==> src/rtl/fetch_unit.sv <==
// Instruction-fetch front end: walks the program counter through the TLB, folds
// two-word MVI into instruction+immediate and hands it off over valid/ready.
module fetch_unit #(
    parameter int          ADDR_W   = 6,
    parameter int          PROG_LEN = 38,
    parameter logic [3:0]  MVI_OP   = 4'b0001
) (
    input  logic              Clock,
    input  logic              Reset,
    output logic [ADDR_W-1:0] tlb_addr,
    input  logic [15:0]       tlb_data,
    output logic              instr_valid,
    input  logic              instr_ready,
    output logic [15:0]       instr,
    output logic [3:0]        op,
    output logic [2:0]        rx,
    output logic [2:0]        ry,
    output logic              has_imm,
    output logic [15:0]       imm,
    output logic [ADDR_W-1:0] pc,
    input  logic              branch_en,
    input  logic [ADDR_W-1:0] branch_target,
    output logic              done
);

    // state | meaning
    // FETCH | read word at pc; end of program if pc >= PROG_LEN
    // IMM   | read MVI immediate at pc
    // HOLD  | instruction presented, waiting for handshake
    // DONE  | program exhausted, sticky until Reset
    typedef enum logic [1:0] {
        S_FETCH = 2'd0,
        S_IMM   = 2'd1,
        S_HOLD  = 2'd2,
        S_DONE  = 2'd3
    } state_t;

    // One extra bit so a PROG_LEN of 2^ADDR_W still compares correctly.
    localparam logic [ADDR_W:0] PROG_END = (ADDR_W+1)'(PROG_LEN);

    state_t            state_q;
    logic [ADDR_W-1:0] pc_q;
    logic [15:0]       instr_q;
    logic [15:0]       imm_q;
    logic              valid_q;
    logic              done_q;

    always_ff @(posedge Clock) begin
        if (Reset) begin
            state_q <= S_FETCH;
            pc_q    <= '0;
            instr_q <= '0;
            imm_q   <= '0;
            valid_q <= 1'b0;
            done_q  <= 1'b0;
        end else begin
            case (state_q)
                S_FETCH: begin
                    if ({1'b0, pc_q} >= PROG_END) begin
                        state_q <= S_DONE;
                        done_q  <= 1'b1;
                    end else begin
                        instr_q <= tlb_data;
                        pc_q    <= pc_q + 1'b1;
                        if (tlb_data[9:6] == MVI_OP) begin
                            state_q <= S_IMM;
                        end else begin
                            imm_q   <= '0;
                            state_q <= S_HOLD;
                            valid_q <= 1'b1;
                        end
                    end
                end
                S_IMM: begin
                    // A trailing MVI reads past the program; the TLB miss yields 0.
                    imm_q   <= tlb_data;
                    pc_q    <= pc_q + 1'b1;
                    state_q <= S_HOLD;
                    valid_q <= 1'b1;
                end
                S_HOLD: begin
                    if (valid_q && instr_ready) begin
                        valid_q <= 1'b0;
                        state_q <= S_FETCH;
                        if (branch_en) begin
                            pc_q <= branch_target;
                        end
                    end
                end
                S_DONE: begin
                    state_q <= S_DONE;
                end
            endcase
        end
    end

    assign tlb_addr    = pc_q;
    assign pc          = pc_q;
    assign instr       = instr_q;
    assign imm         = imm_q;
    assign instr_valid = valid_q;
    assign done        = done_q;
    assign op          = instr_q[9:6];
    assign rx          = instr_q[12:10];
    assign ry          = instr_q[15:13];
    assign has_imm     = (instr_q[9:6] == MVI_OP);

endmodule

==> config.mk <==
export PLATFORM = sky130hd
export DESIGN_NAME = fetch_unit
export DESIGN_NICKNAME = d
export VERILOG_FILES = /design/src/rtl/fetch_unit.sv
export SDC_FILE = /design/constraint.sdc
export NUM_CORES = 1
export LEC_CHECK = 0
export CAP_MARGIN = 20
export CORE_ASPECT_RATIO = 0.6
export CORE_MARGIN = 2
export CORE_UTILIZATION = 40
export DETAILED_ROUTE_END_ITERATION = 6
export GPL_TIMING_DRIVEN = 0
export PLACE_DENSITY = 0.75
export SLEW_MARGIN = 40
export SYNTH_ARGS = -nofsm -noshare
export SYNTH_HDL_FRONTEND = slang
export SYNTH_SLANG_ARGS = --single-unit
==> constraint.sdc <==
create_clock -name Clock -period 3.2 [get_ports Clock]
set_input_delay 0.96 -clock Clock [delete_from_list [all_inputs] [get_ports Clock]]
set_output_delay 0.96 -clock Clock [all_outputs]
set_load 0.02 [all_outputs]
* Yosys cells after proc, flatten, opt, wreduce, memory -nomap -nowiden
Index checks and enable logic that the tools add are counted.
Storage, ports and cells: bits of input ports 26, register bits 42, logic and storage cells 42
Operators by class: add/subtract/negate cells 1, order comparisons 1, eq/ne operators 9, reductions and logical operators 9, bitwise gates (word level) 1, multiplexer cells 15
Operators with widths (number):
- 2-to-1 mux 16 bit | 2
- one-hot mux 16 bit (2 select lines) | 1
- 2-to-1 mux 6 bit | 3
- one-hot mux 6 bit (3 select lines) | 1
- == test 4 x 1 -> 1 bit (second input constant) | 2
- != test 2 bit (second input constant) | 4
- one-hot mux 2 bit (4 select lines) | 1
- AND reduction 4 bit | 2
- adder 6 x 1 -> 6 bit (second input constant) | 1
- greater-or-equal comparator 6 bit (second input constant) | 1
- 2-to-1 mux 2 bit | 3
- == test 2 bit (second input constant) | 2
- AND reduction 2 bit | 2
- 2-to-1 mux 1 bit | 3
- one-hot mux 1 bit (3 select lines) | 1
- AND reduction 3 bit | 1
- nonzero test 3 bit | 1
- == test 2 x 1 -> 1 bit (second input constant) | 1
- zero test 2 bit | 1
- nonzero test 2 bit | 1
- logical AND 1 bit | 1
- NOT 1 bit | 1

* Logic depth before layout (Yosys ltp)
Gate-level depths: netlist of run 1.
word-level depth 4, depth in mapped cells 8, mapped depth without buffers 6

* Least setup slack after synthesis of run 1
OpenSTA, ideal clock, no wires.
path type input to register, start point input tlb_data[7], end point register imm_q[10] (netlist: imm[10]), buffers on the path 1, stages on the path 5, arrival time 2152 ps, path slack 916 ps, required time 3068 ps, path through or4b_4 a41o_1 buf_2 nand3_1 a21oi_1
On the way: longest elaborated chain between the ends 3
RTL lines:
- from (decl) | line 11 | input logic [15:0] tlb_data,
- == test 4 x 1 -> 1 bit | line 65 | if (tlb_data[9:6] == MVI_OP) begin
- != test 2 bit (no line)
- AND reduction 3 bit (no line)
- to (signal assigned) | line 76 | imm_q <= tlb_data;
- to (decl) | line 44 | logic [15:0] imm_q;
No other way between the ends. A chain may end at the register's enable or synchronous reset.

* Worst setup path after layout of run 1
start point input tlb_data[7], end point register imm_q[6] (netlist: imm[6])
The elaborated chain is that of the path after synthesis.

==> results of run 1 <==
cells in the final DEF, fill, tap and decap left out, types with 2 or more instances in the layout:
master           netlist  routed
clkdlybuf4s50_1        0      81
nand2_1               56      56
dfxtp_1               42      42
a21oi_1               41      41
nand3_1               26      26
buf_4                 16      16
clkbuf_1               9      10
nor2_1                 9       9
ha_1                   7       7
o31ai_1                6       6
inv_1                  5       5
clkbuf_8               0       5
buf_2                  3       3
a31oi_1                3       3
clkbuf_2               2       2
and3_1                 2       2
buf_1                  2       2
nor2b_1                2       2
sequential cells by signal, summed over array words and instances (netlist names):
name         flops
instr           16
state_q          2
instr_valid      1
imm             16
done             1
pc               6
stage by stage:
step	utilization	power, mW	cell area [µm²]
2_1_floorplan	-	1.69	2010
3_3_place_gp	0.617	2.23	2900
3_5_place_dp	0.617	2.26	2900
4_1_cts	0.640	2.68	3010
5_1_grt	0.640	2.85	3010
6_report	0.640	2.68	3010
final timing paths:
| path | from | end | slack (ns) | cells past startpoint |
|---|---|---|---|---|
| worst max-delay path | tlb_data[7] | imm[6] | 0.58 | 6 |
| worst min-delay path | instr[3] | instr[3] | 0.45 | 2 |
| worst max register to register | pc[0] | imm[11] | 0.95 | 7 |
| worst min register to register | instr[3] | instr[3] | 0.45 | 2 |
critical path: cells and delay by family:
family / cells / cell delay [ns]
compound gates: 2 / 0.44
simple gates: 2 / 0.72
buf+inv: 2 / 0.69
power groups by stage:
| stage | Combinational (mW) | Sequential [mW] | Clock [mW] |
|---|---|---|---|
| after global routing | 1.62 | 0.781 | 0.450 |
| after CTS | 1.50 | 0.759 | 0.425 |
| after detailed placement | 1.49 | 0.771 | 0 |
| final | 1.50 | 0.761 | 0.417 |
| after floorplan | 0.804 | 0.882 | 0 |
| after global placement | 1.46 | 0.767 | 0 |
layout make-up:
class / count / area [µm²]
Multi-Input combinational cell: 173 / 957
Clock buffer: 6 / 72.6
Sequential cell: 42 / 841
Timing Repair Buffer: 81 / 811
Tap cell: 63 / 78.8
Fill cell: 430 / 1690
Buffer: 33 / 198
Clock inverter: 2 / 37.5
Inverter: 5 / 18.8
metal layers:
metal | track usage | vias up | part of all wire
met1 | 0.296 | 949 | 0.48
met5 | 0 | - | 0
li1 | - | 1030 | -
met3 | 0.0598 | 6 | 0.094
met4 | 0.0612 | 0 | 0.012
met2 | 0.287 | 89 | 0.41
logic make-up after synthesis:
kind of cell             after synthesis
adder cells (fa/ha/maj)                7
buffers and inverters                 38
AND/OR/NAND/NOR                      100
AO/OA/AOI/OAI                         66
flip-flops                            42
==> results.py, run 1 <==
metrics = {
    "global_routing": {
        "grt-ovfl-total": 0,
        "grt_pass1_wl_um": 8720,
        "grt_max_degree": 14,
        "antenna_found_initial": 0,
        "grt_pass1_vias": 1807,
        "grt_use_total": 0.202,
    },
    "die": {
        "ioPinCount": 83,
        "die-area_um2": 5640,
        "die_w_um": 95.6,
        "fp.dieH_um": 59.0,
        "start_util": 0.428,
        "rows": 19,
        "coreArea_um2": 4710,
    },
    "min_path": {
        "hp-class": "reg -> reg",
    },
    "synth": {
        "seq_area_frac_synth": 0.417,
        "synth.mux.area_fraction": 0,
        "synth_compound_area_frac": 0.213,
        "ys_types": 38,
        "yosysTopAreaCell": "dfxtp_1",
        "synth_cells": 253,
        "yosys-top-cells-area": "dfxtp_1 42%, nand2_1 10%, a21oi_1 10%",
        "synth_top_area_share": 0.417,
        "ys_warn_count": 0,
        "synth_enable_flop_cells": 0,
        "syn_avg_cell_area_um2": 7.96,
        "synthFlopType": "dfxtp_1",
        "synthArstFlopShare": 0,
        "synth_most_common_cell": "nand2_1",
        "synthAdderAreaFrac": 0.0435,
        "synthSimpleGateAreaFrac": 0.219,
        "ys_seq_elements": 42,
        "synth_common_cells": "56 x nand2_1, 42 x dfxtp_1, 41 x a21oi_1",
        "synth_top_family_by_area": "simple AND/OR/NAND/NOR gates",
        "synth_area_um2": 2010,
        "post_synth_xor_area_fraction": 0,
        "syn-num-nets": 286,
    },
    "layout": {
        "diodes": 0,
        "nNetsFinal": 374,
        "drive_gt1_frac": 0.102,
        "stdcell_count": 405,
        "syn2layout_area_growth_pct": 49.6,
    },
    "routing": {
        "wl_per_cell_um": 14.1,
        "first_iter_violations": 96,
        "routed_wl_um": 5700,
        "ant_nets": 0,
        "firstDrtPassIters": 5,
        "vias": 2074,
        "vias_per_cell": 5.12,
        "drc": 0,
    },
    "cts": {
        "post_cts_resized": 0,
        "cts_tree": "done",
        "cts_hold_buf": 0,
        "cts_setup_buffers": 0,
        "clk_pin_slew_ns": 0.08,
        "cts_inserted_buffers": 5,
        "clock_latency_ns": 0.29,
        "cts_sinks": 42,
        "htree_levels": 2,
        "max-clock-path-buffers": 2,
        "root_buffer": "clkbuf_8",
    },
    "worst_setup_path": {
        "critPathCaptureType": "register",
        "path_cells": "clkdlybuf4s50_1 -> or4b_4 -> a41o_1 -> buf_2 -> nand3_1 -> a21oi_1",
        "cp_slowest_cell": "or4b_4",
        "startpoint_type": "primary input",
        "path_max_fanout": 10,
        "worstPathArrival_ns": 2.79,
        "cp_slowest_stage_delay_ns": 0.61,
        "path_class": "in -> reg",
        "required_ns": 3.37,
    },
    "power": {
        "swShare": 0.430,
        "power.density_nw_per_um2": 889,
        "vdd_drop_max_mv": 0.428,
        "p_comb_frac": 0.560,
        "p_leak_nw": 1.14,
        "p_int_mw": 1.53,
        "seqPwrFrac": 0.284,
        "clockPowerShare": 0.156,
        "switching_power_mw": 1.15,
    },
    "placed_design": {
        "dp_slack_ns": 0.277,
        "gp_congestion": 0.794,
        "place_hpwl_um": 4290,
        "port_buffers": 81,
        "placed_cells": 397,
    },
    "sta": {
        "fmax_mhz": 381,
        "fin_ws_ns": 0.575,
        "min_period_ns": 2.63,
        "hold_ws_ns": 0.455,
        "setup_viol": 0,
        "max-slew-margin-rel": 0.640,
        "tightest_slew_ns": 0.540,
        "fin_setup_tns_ns": 0,
        "fin_worst_skew_ns": 0.00633,
        "fin_crit_sh": 0.820,
        "rsz0062_at_grt": "false",
        "slew_violations": 0,
        "finalHoldViolCount": 0,
    },
    "flow_run": {
        "cap_violations": 0,
    },
    "run_status": {
        "status": "finished clean",
    },
}
No activity file was read; power rests on OpenSTA's default activity.
==> run 2: changes to the inputs <==
Clock period 3.2 ns to 2.6 ns, I/O delays scaled along.
==> results of run 2 <==
Same layout as run 1 (identical final DEF). Status: finished clean.
Among the figures that moved: setup slack after placement 0.277 ns -> -0.143 ns; setup slack after layout 0.575 ns -> 0.155 ns; register-to-register setup slack 0.95 ns -> 0.35 ns; total power 2.68 mW -> 3.30 mW; worst IR drop on VDD 0.428 mV -> 0.527 mV
==> run 3: changes to the inputs <==
Settings changed: CELL_PAD_IN_SITES_DETAIL_PLACEMENT set to 2, CELL_PAD_IN_SITES_GLOBAL_PLACEMENT set to 2, CORE_UTILIZATION 40 to 23, PLACE_DENSITY 0.75 to not set, PLACE_DENSITY_LB_ADDON set to 0.1.
==> run 3 against run 2 <==
Clock power up 25%. Critical path depth unchanged. Non-clock buffer count unchanged. Clock skew about the same. Largest cell class unchanged. Combinational power up 2%. Register-to-register slack worse by 0.04 ns. Maximum frequency down 0.63%. Final area up 3.3%. Setup slack worse by 0.015 ns. Wire length up 31%.
==> results.py, run 3 (synthesized netlist as in run 1, its figures left out) <==
metrics = {
    "power": {
        "power.density_nw_per_um2": 1120,
        "seqPwrFrac": 0.274,
        "clockPowerShare": 0.184,
        "swShare": 0.432,
        "p_comb_frac": 0.542,
        "vdd_drop_max_mv": 0.275,
        "p_leak_nw": 1.16,
        "switching_power_mw": 1.50,
        "p_int_mw": 1.98,
    },
    "sta": {
        "setup_viol": 0,
        "fin_ws_ns": 0.140,
        "fmax_mhz": 406,
        "fin_worst_skew_ns": 0.00621,
        "finalHoldViolCount": 0,
        "fin_crit_sh": 0.946,
        "rsz0062_at_grt": "false",
        "tightest_slew_ns": 0.615,
        "slew_violations": 0,
        "min_period_ns": 2.46,
        "max-slew-margin-rel": 0.590,
    },
    "worst_setup_path": {
        "rr_worst_depth": 7,
        "r2r_end": "instr[12]",
        "path_class": "in -> reg",
        "rr_startpoint": "pc[0]",
        "critPathCaptureType": "register",
        "worstPathArrival_ns": 2.60,
        "crit_end": "imm[6]",
        "path_max_fanout": 10,
        "cp-startpoint": "tlb_data[7]",
        "r2r_setup_slack_ns": 0.31,
        "required_ns": 2.74,
        "startpoint_type": "primary input",
    },
    "global_routing": {
        "grt_use_met2": 0.251,
        "busiest_layer": "met2",
        "grt-ovfl-total": 0,
        "use_met3": 0.0400,
        "grt_pass1_wl_um": 12400,
        "grt_max_degree": 13,
        "grtUsageMet1": 0.233,
        "antenna_found_initial": 0,
        "grt_use_total": 0.162,
        "grt_pass1_vias": 2341,
    },
    "min_path": {
        "hp-class": "reg -> reg",
    },
    "cts": {
        "cts_tree": "done",
        "clk_pin_slew_ns": 0.06,
        "cts_setup_buffers": 0,
        "root_buffer": "clkbuf_16",
        "htree_levels": 2,
        "max-clock-path-buffers": 2,
        "clock_latency_ns": 0.28,
        "cts_inserted_buffers": 5,
        "cts_sinks": 42,
    },
    "routing": {
        "vias": 2125,
        "firstDrtPassIters": 4,
        "ant_nets": 0,
        "drc": 0,
        "wl_per_cell_um": 16.5,
        "routed_wl_um": 7470,
        "vias_per_cell": 4.68,
        "first_iter_violations": 72,
    },
    "layout": {
        "mostFrequentLayoutCell": "clkdlybuf4s50_1",
        "syn2layout_area_growth_pct": 54.6,
        "stdcell_count": 454,
        "fin_area_um2": 3110,
        "nNetsFinal": 374,
        "diodes": 0,
        "drive_gt1_frac": 0.105,
        "mostFrequentLayoutCells": "81 x clkdlybuf4s50_1, 56 x nand2_1, 42 x dfxtp_1",
    },
    "run_status": {
        "status": "finished clean",
    },
    "placed_design": {
        "placed_area_um2": 2970,
        "gp_congestion": 0.717,
        "port_buffers": 81,
        "dp_slack_ns": -0.182,
        "place_hpwl_um": 5870,
        "placed_cells": 446,
    },
    "die": {
        "coreArea_um2": 8520,
        "fp.dieH_um": 76.5,
        "die-area_um2": 9550,
        "rows": 26,
        "die_w_um": 125,
        "ioPinCount": 83,
        "start_util": 0.236,
    },
    "flow_run": {
        "cap_violations": 0,
    },
}
[run 3: changes by cell type in the layout (fill, tap and decap cells not counted), sizes merged]
cell,change
clkinvlp,-1
bufinv,-1
clkbuf,+1
clkinv,+1
[run 3: worst max-delay path: stages]
cell,delay [ns]
clkdlybuf4s50_1,0.45
or4b_4,0.60
a41o_2,0.36
buf_2,0.22
nand3_1,0.12
a21oi_1,0.07
[run 3: power by group through the flow]
stage / combinational [mW] / clock, mW / sequential (mW)
2_1_floorplan: 0.989 / 0 / 1.09
5_1_grt: 2.09 / 0.686 / 0.985
4_1_cts: 1.92 / 0.657 / 0.959
3_3_place_gp: 1.86 / 0 / 0.958
3_5_place_dp: 1.91 / 0 / 0.972
6_report: 1.89 / 0.640 / 0.954
[run 3: worst min path at each step]
stage                           from         end  slack, ns  cells past startpoint
final                         imm[2]      imm[2]       0.46                      2
after global placement       imm[14]     imm[14]       0.44                      2
after CTS                   instr[3]    instr[3]       0.46                      2
after floorplan           state_q[1]  state_q[1]       0.48                      2
after detailed placement      imm[2]      imm[2]       0.45                      2
after global routing         imm[13]     imm[13]       0.49                      2
[run 3: repair_timing]
action	CTS	global route
hold buffers	0	0
resized for setup	0	1
setup endpoints to repair	0	1
[run 3: cell type report]
type	instances	area, µm²
fill	998	5410
timing repair buffer	81	811
multi-input combinational	173	958
clock buffer	7	143
clock inverter	1	5.00
sequential	42	841
inverter	5	18.8
tap	112	140
buffer	33	198
[run 3: metal layers]
metal,wire (µm),vias up,part of all wire
met5,0,-,0
met4,38,0,0.0051
met3,356,5,0.048
met2,3200,52,0.43
met1,3880,1040,0.52
li1,-,1028,-
[run 3: metrics by stage]
step | hold WS [ns] | TNS, ns | total power, mW | util
2_1_floorplan | 0.477 | 0 | 2.07 | -
3_3_place_gp | 0.441 | -1.69 | 2.82 | 0.348
3_5_place_dp | 0.454 | -1.73 | 2.88 | 0.348
4_1_cts | 0.463 | 0 | 3.54 | 0.365
5_1_grt | 0.487 | 0 | 3.77 | 0.365
6_report | 0.457 | 0 | 3.48 | 0.365
==> RTL edit 1, RTL diff (config.mk and constraints of run 3) <==
Set the parameter `PROG_LEN` to 19 (it was 38).
--- a/src/rtl/fetch_unit.sv
+++ b/src/rtl/fetch_unit.sv
@@ -3,5 +3,5 @@
 module fetch_unit #(
     parameter int          ADDR_W   = 6,
-    parameter int          PROG_LEN = 38,
+    parameter int          PROG_LEN = 19,
     parameter logic [3:0]  MVI_OP   = 4'b0001
 ) (
Behaviour: not the same (Yosys sat finds a counterexample within 4 cycles, from zero or initial values and one cycle with Reset high).
==> RTL edit 1 against run 3 <==
Total power rose by 14%; sequential cell count unchanged; cell area down 0.16%; non-clock buffer count down 6; final cell count fell by 4.8%; fmax increased by 2.8%; routed wire length is 4.1% lower; synthesized area decreased by 1.1%; synthesized cell count down 8.7%; setup slack improved by 0.068 ns; sequential share of layout area about the same; critical path type unchanged.
==> RTL edit 1: results (changes against run 3) <==
The final antenna diode count is 0 (unchanged). The initial antenna violation count is 0 (unchanged). The clock skew is 0.00595 ns (-0.000258 ns). The synthesized net count is 263 (-8.0%).

The final number of max-transition violations was 0 (unchanged). After synthesis, the cell types taking the most area are sky130_fd_sc_hd__dfxtp_1 (42%), sky130_fd_sc_hd__a21oi_1 (8.0%), sky130_fd_sc_hd__nand2_1 (7.3%). The highest net fanout along the worst path is 4 (-6). The wire length after detailed routing is 7.17 mm (-4.1%). The maximum number of pins on one net before global-route repair was 14 (+1). The global-route usage over all layers came out at 15.7% (-0.57 points). The clock latency on the worst-skew pair came to 0.28 ns (about the same). The worst hold path belongs to the class reg -> reg.

The via count of the first global-routing pass came out at 2070 (-12%). The total via count in the routed design came out at 1972 (-7.2%). The post-cts resize count came out at 0 (unchanged).

The initial DRC count came out at 76 (+5.6%). The worst-case headroom to the max-slew limit is 58.6% (-0.43 points). The mean area per synthesized cell came out at 8.62 µm² (+8.3%).

The run finished with clean final reports. The fraction of layout cells with a size suffix above 1 was 11.3% (+0.72 points). The data arrival time of the critical path came out at 2.53 ns (-0.07 ns). The number of clock buffers inserted by TritonCTS came out at 5 (unchanged). The post-synthesis async set-or-reset flop share came out at 0% (unchanged). Broken down by cell family, the worst path's largest delay share belongs to simple AND/OR/NAND/NOR gates. The CTS clock-pin slew for the worst setup and hold paths is 0.06 ns (about the same). The count of filler cells inserted in the layout came out at 946 (-5.2%). The total instance count after detailed placement is 424 (-4.9%). The number of port buffers came out at 81 (unchanged). The maximum single-stage delay on the critical path was 0.62 ns (+0.02 ns). The wire length of the first global-routing pass is 11.3 mm (-9.0%). The buffer type at the clock tree root is sky130_fd_sc_hd__clkbuf_16. The final weighted congestion in routability-driven placement came out at 0.749 (+4.4%). The maximum clock path buffer count came to 2 (unchanged). In the synthesized netlist, the cells that appear most often are sky130_fd_sc_hd__dfxtp_1 (42), sky130_fd_sc_hd__nand2_1 (39), sky130_fd_sc_hd__a21oi_1 (32).

The number of library cell types mapped by synthesis came to 38 (unchanged). The maximum vdd ir drop is 373 µV (+36%). The dominant register cell in the synthesized netlist is sky130_fd_sc_hd__dfxtp_1. The number of iterations in the first detailed-routing pass is 4 (unchanged). The sequential share of the synthesized area came out at 42.2% (+0.47 points).

The static leakage power came out at 0.00117 µW (+0.57%). The count of yosys warnings during synthesis is 0 (unchanged). The H-tree level count is 2 (unchanged). The layout net count is 351 (-6.1%).

The library cell contributing the largest single delay on the critical path is sky130_fd_sc_hd__or4b_1. The filler-free cell count of the finished design is 432 (-4.8%). The setup fix buffers added after clock tree synthesis is 0 (unchanged). The post-placement cell area is 2940 µm² (-0.76%).

The HPWL reported at the end of detailed placement is 5.53 mm (-5.9%).
## RTL edit 1: changes by cell type after synthesis, sizes merged, moves of 4 or more
cell	change
nand3	-25
nand2	-17
a22oi	+16
nor2	+12
a21oi	-9
clkbuf	-6
nand2b	+6
o31ai	-4
o32ai	+4
## RTL edit 1: cell type report
type	instances	area [µm²]	area share [%]
multi-input cells	156	946	30.4
flip-flops and latches	42	841	27.0
repair buffers	81	811	26.1
plain buffers	27	183	5.88
well taps	112	140	4.51
clock buffers	6	129	4.14
clock inverters	2	37.5	1.21
inverters	6	22.5	0.724
## RTL edit 1: report_power, final
part | switching, µW | internal (µW)
clock network | 261 | 454
registers | 181 | 842
logic | 1240 | 997
## RTL edit 1: path summary, 6_finish.rpt
kind | from | end | slack [ns] | cells past startpoint
max | tlb_data[7] | instr_valid | 0.21 | 5
min | done | done | 0.45 | 2
max reg2reg | pc[0] | instr[14] | 0.51 | 6
min reg2reg | done | done | 0.45 | 2
## RTL edit 1: per-stage QoR
step / TNS (ns) / setup slack (ns) / total power, µW
final: 0 / 0.207 / 3970
after global routing: 0 / 0.122 / 4280
after CTS: 0 / 0.215 / 4030
after detailed placement: -0.0836 / -0.0659 / 3290
after global placement: -0.110 / -0.0807 / 3240
after floorplan: 0 / 0.609 / 2340
## RTL edit 1: cells by family (layout without fill, tap and decap cells)
family	after synthesis	after routing	synth area share [%]
simple gates	82	82	19.0
compound gates	65	65	23.1
flops	42	42	42.2
buf+inv	33	122	10.3
fa+ha+maj	6	6	3.77
mux	3	3	1.57
## RTL edit 1: routing by layer
metal	part of all wire, %	GRT usage [%]	vias up	routed length [µm]
met5	0	0	-	0
li1	-	-	969	-
met3	5.3	4.42	2	380
met2	41	22.5	49	2970
met1	53	23.5	952	3790
met4	0.38	2.36	0	27
==> RTL edit 2, RTL diff (flow settings as in run 3) <==
Without the edit above. Encoding of `state_t`: now one-hot (4 bits for 4 states).
--- a/src/rtl/fetch_unit.sv
+++ b/src/rtl/fetch_unit.sv
@@ -29,9 +29,9 @@
     // HOLD  | instruction presented, waiting for handshake
     // DONE  | program exhausted, sticky until Reset
-    typedef enum logic [1:0] {
-        S_FETCH = 2'd0,
-        S_IMM   = 2'd1,
-        S_HOLD  = 2'd2,
-        S_DONE  = 2'd3
+    typedef enum logic [3:0] {
+        S_FETCH = 4'b0001,
+        S_IMM   = 4'b0010,
+        S_HOLD  = 4'b0100,
+        S_DONE  = 4'b1000
     } state_t;
 
Function: same outputs for any inputs over 10 cycles, from zero or initial values and one cycle with Reset high; not proved beyond that.
==> RTL edit 2 against run 3 <==
Synthesized area is 0.87% lower; sequential cell count is 2 higher; cell area is 1.4% higher; global-route usage is 2.1 points lower; fmax is 1.5% higher; die area is 0.83% lower; routed wire length is 9.6% lower; setup slack better by 0.037 ns; critical endpoint is now imm[8]; highest routed layer unchanged.
Power is not compared: it rests on default switching activity, and its combinational part moved more than twofold at a synthesized area within 25%.
==> RTL edit 2: results (changes against run 3) <==
The number of library cell types mapped by synthesis is 42 (+11%). The sequential share of the synthesized area came out at 44.1% (+2.4 points). The maximum single-stage delay on the critical path came out at 0.60 ns (about the same).

The via count of the first global-routing pass is 1968 (-16%). The clock skew came to 0.00734 ns (+0.00114 ns). The global-route usage over all layers came to 14.1% (-2.1 points). The count of yosys warnings during synthesis was 0 (unchanged). The final core utilization is 37.3% (+0.80 points). The placement-stage worst setup slack came out at -0.907 ns (-0.725 ns).

The flow ran to the end, and the final reports show no timing, DRC or antenna violations. The wire length of the first global-routing pass came out at 10.8 mm (-13%). By area the synthesized netlist is led by sky130_fd_sc_hd__dfxtp_1 (44%), sky130_fd_sc_hd__mux2i_1 (8.5%), sky130_fd_sc_hd__a22o_1 (7.0%). The slowest stage of the critical path is the sky130_fd_sc_hd__clkdlybuf4s50_1 cell. The total via count in the routed design came out at 1882 (-11%). The final weighted congestion in routability-driven placement came out at 0.701 (-2.3%). The post-cts resize count came out at 4 (+4). The wire length after detailed routing is 6.76 mm (-9.6%). The data arrival time of the critical path was 2.65 ns (+0.05 ns). The number of standard cells after synthesis came out at 205 (-19%). The post-synthesis share of cell area spent on xor and xnor gates is 0% (unchanged). The synthesized net count is 233 (-19%). The worst-margin pin slew came to 0.688 ns (+0.0734 ns).

The count of filler cells inserted in the layout is 932 (-6.6%). The post-placement cell area is 2950 µm² (-0.38%). The initial DRC count is 31 (-57%). Grouping stages by cell kind, the critical path spends the most delay in buffers and inverters. The share of the synthesized area in compound gates (AO/OA/AOI/OAI) is 18.4% (-2.9 points). The HPWL reported at the end of detailed placement came out at 5.01 mm (-15%). The layout net count came out at 323 (-14%). The mux contribution to synthesized area is 9.09% (+9.1 points). The fraction of layout cells with a size suffix above 1 is 13.9% (+3.3 points).
==> RTL edit 2: layout make-up <==
class	instances	share of cell area, %
buffer	30	6.54
sequential	44	27.9
clock inverter	2	1.11
multi-input combinational	129	29.6
tap	112	4.44
clock buffer	6	4.08
timing repair buffer	83	26.1
inverter	2	0.238
==> RTL edit 2: where the power goes <==
group	switching (µW)	internal [µW]	total (µW)
clock	265	453	717
sequential	42.3	715	757
combinational	247	265	512
total	554	1430	1990
==> RTL edit 2: path summary, 6_finish.rpt <==
check / startpoint / end / slack [ns] / cells after the start
max: Reset / imm[8] / 0.18 / 5
min: imm[5] / imm[5] / 0.47 / 1
max reg2reg: state_q[0] / pc[4] / 0.49 / 6
min reg2reg: imm[5] / imm[5] / 0.47 / 1
==> RTL edit 2: routing by layer <==
metal | track usage [%] | vias up | share of wire, %
li1 | - | 906 | -
met1 | 21.1 | 926 | 54
met2 | 20.1 | 48 | 40
met3 | 4.35 | 2 | 5.6
met4 | 2.02 | 0 | 0.36
met5 | 0 | - | 0
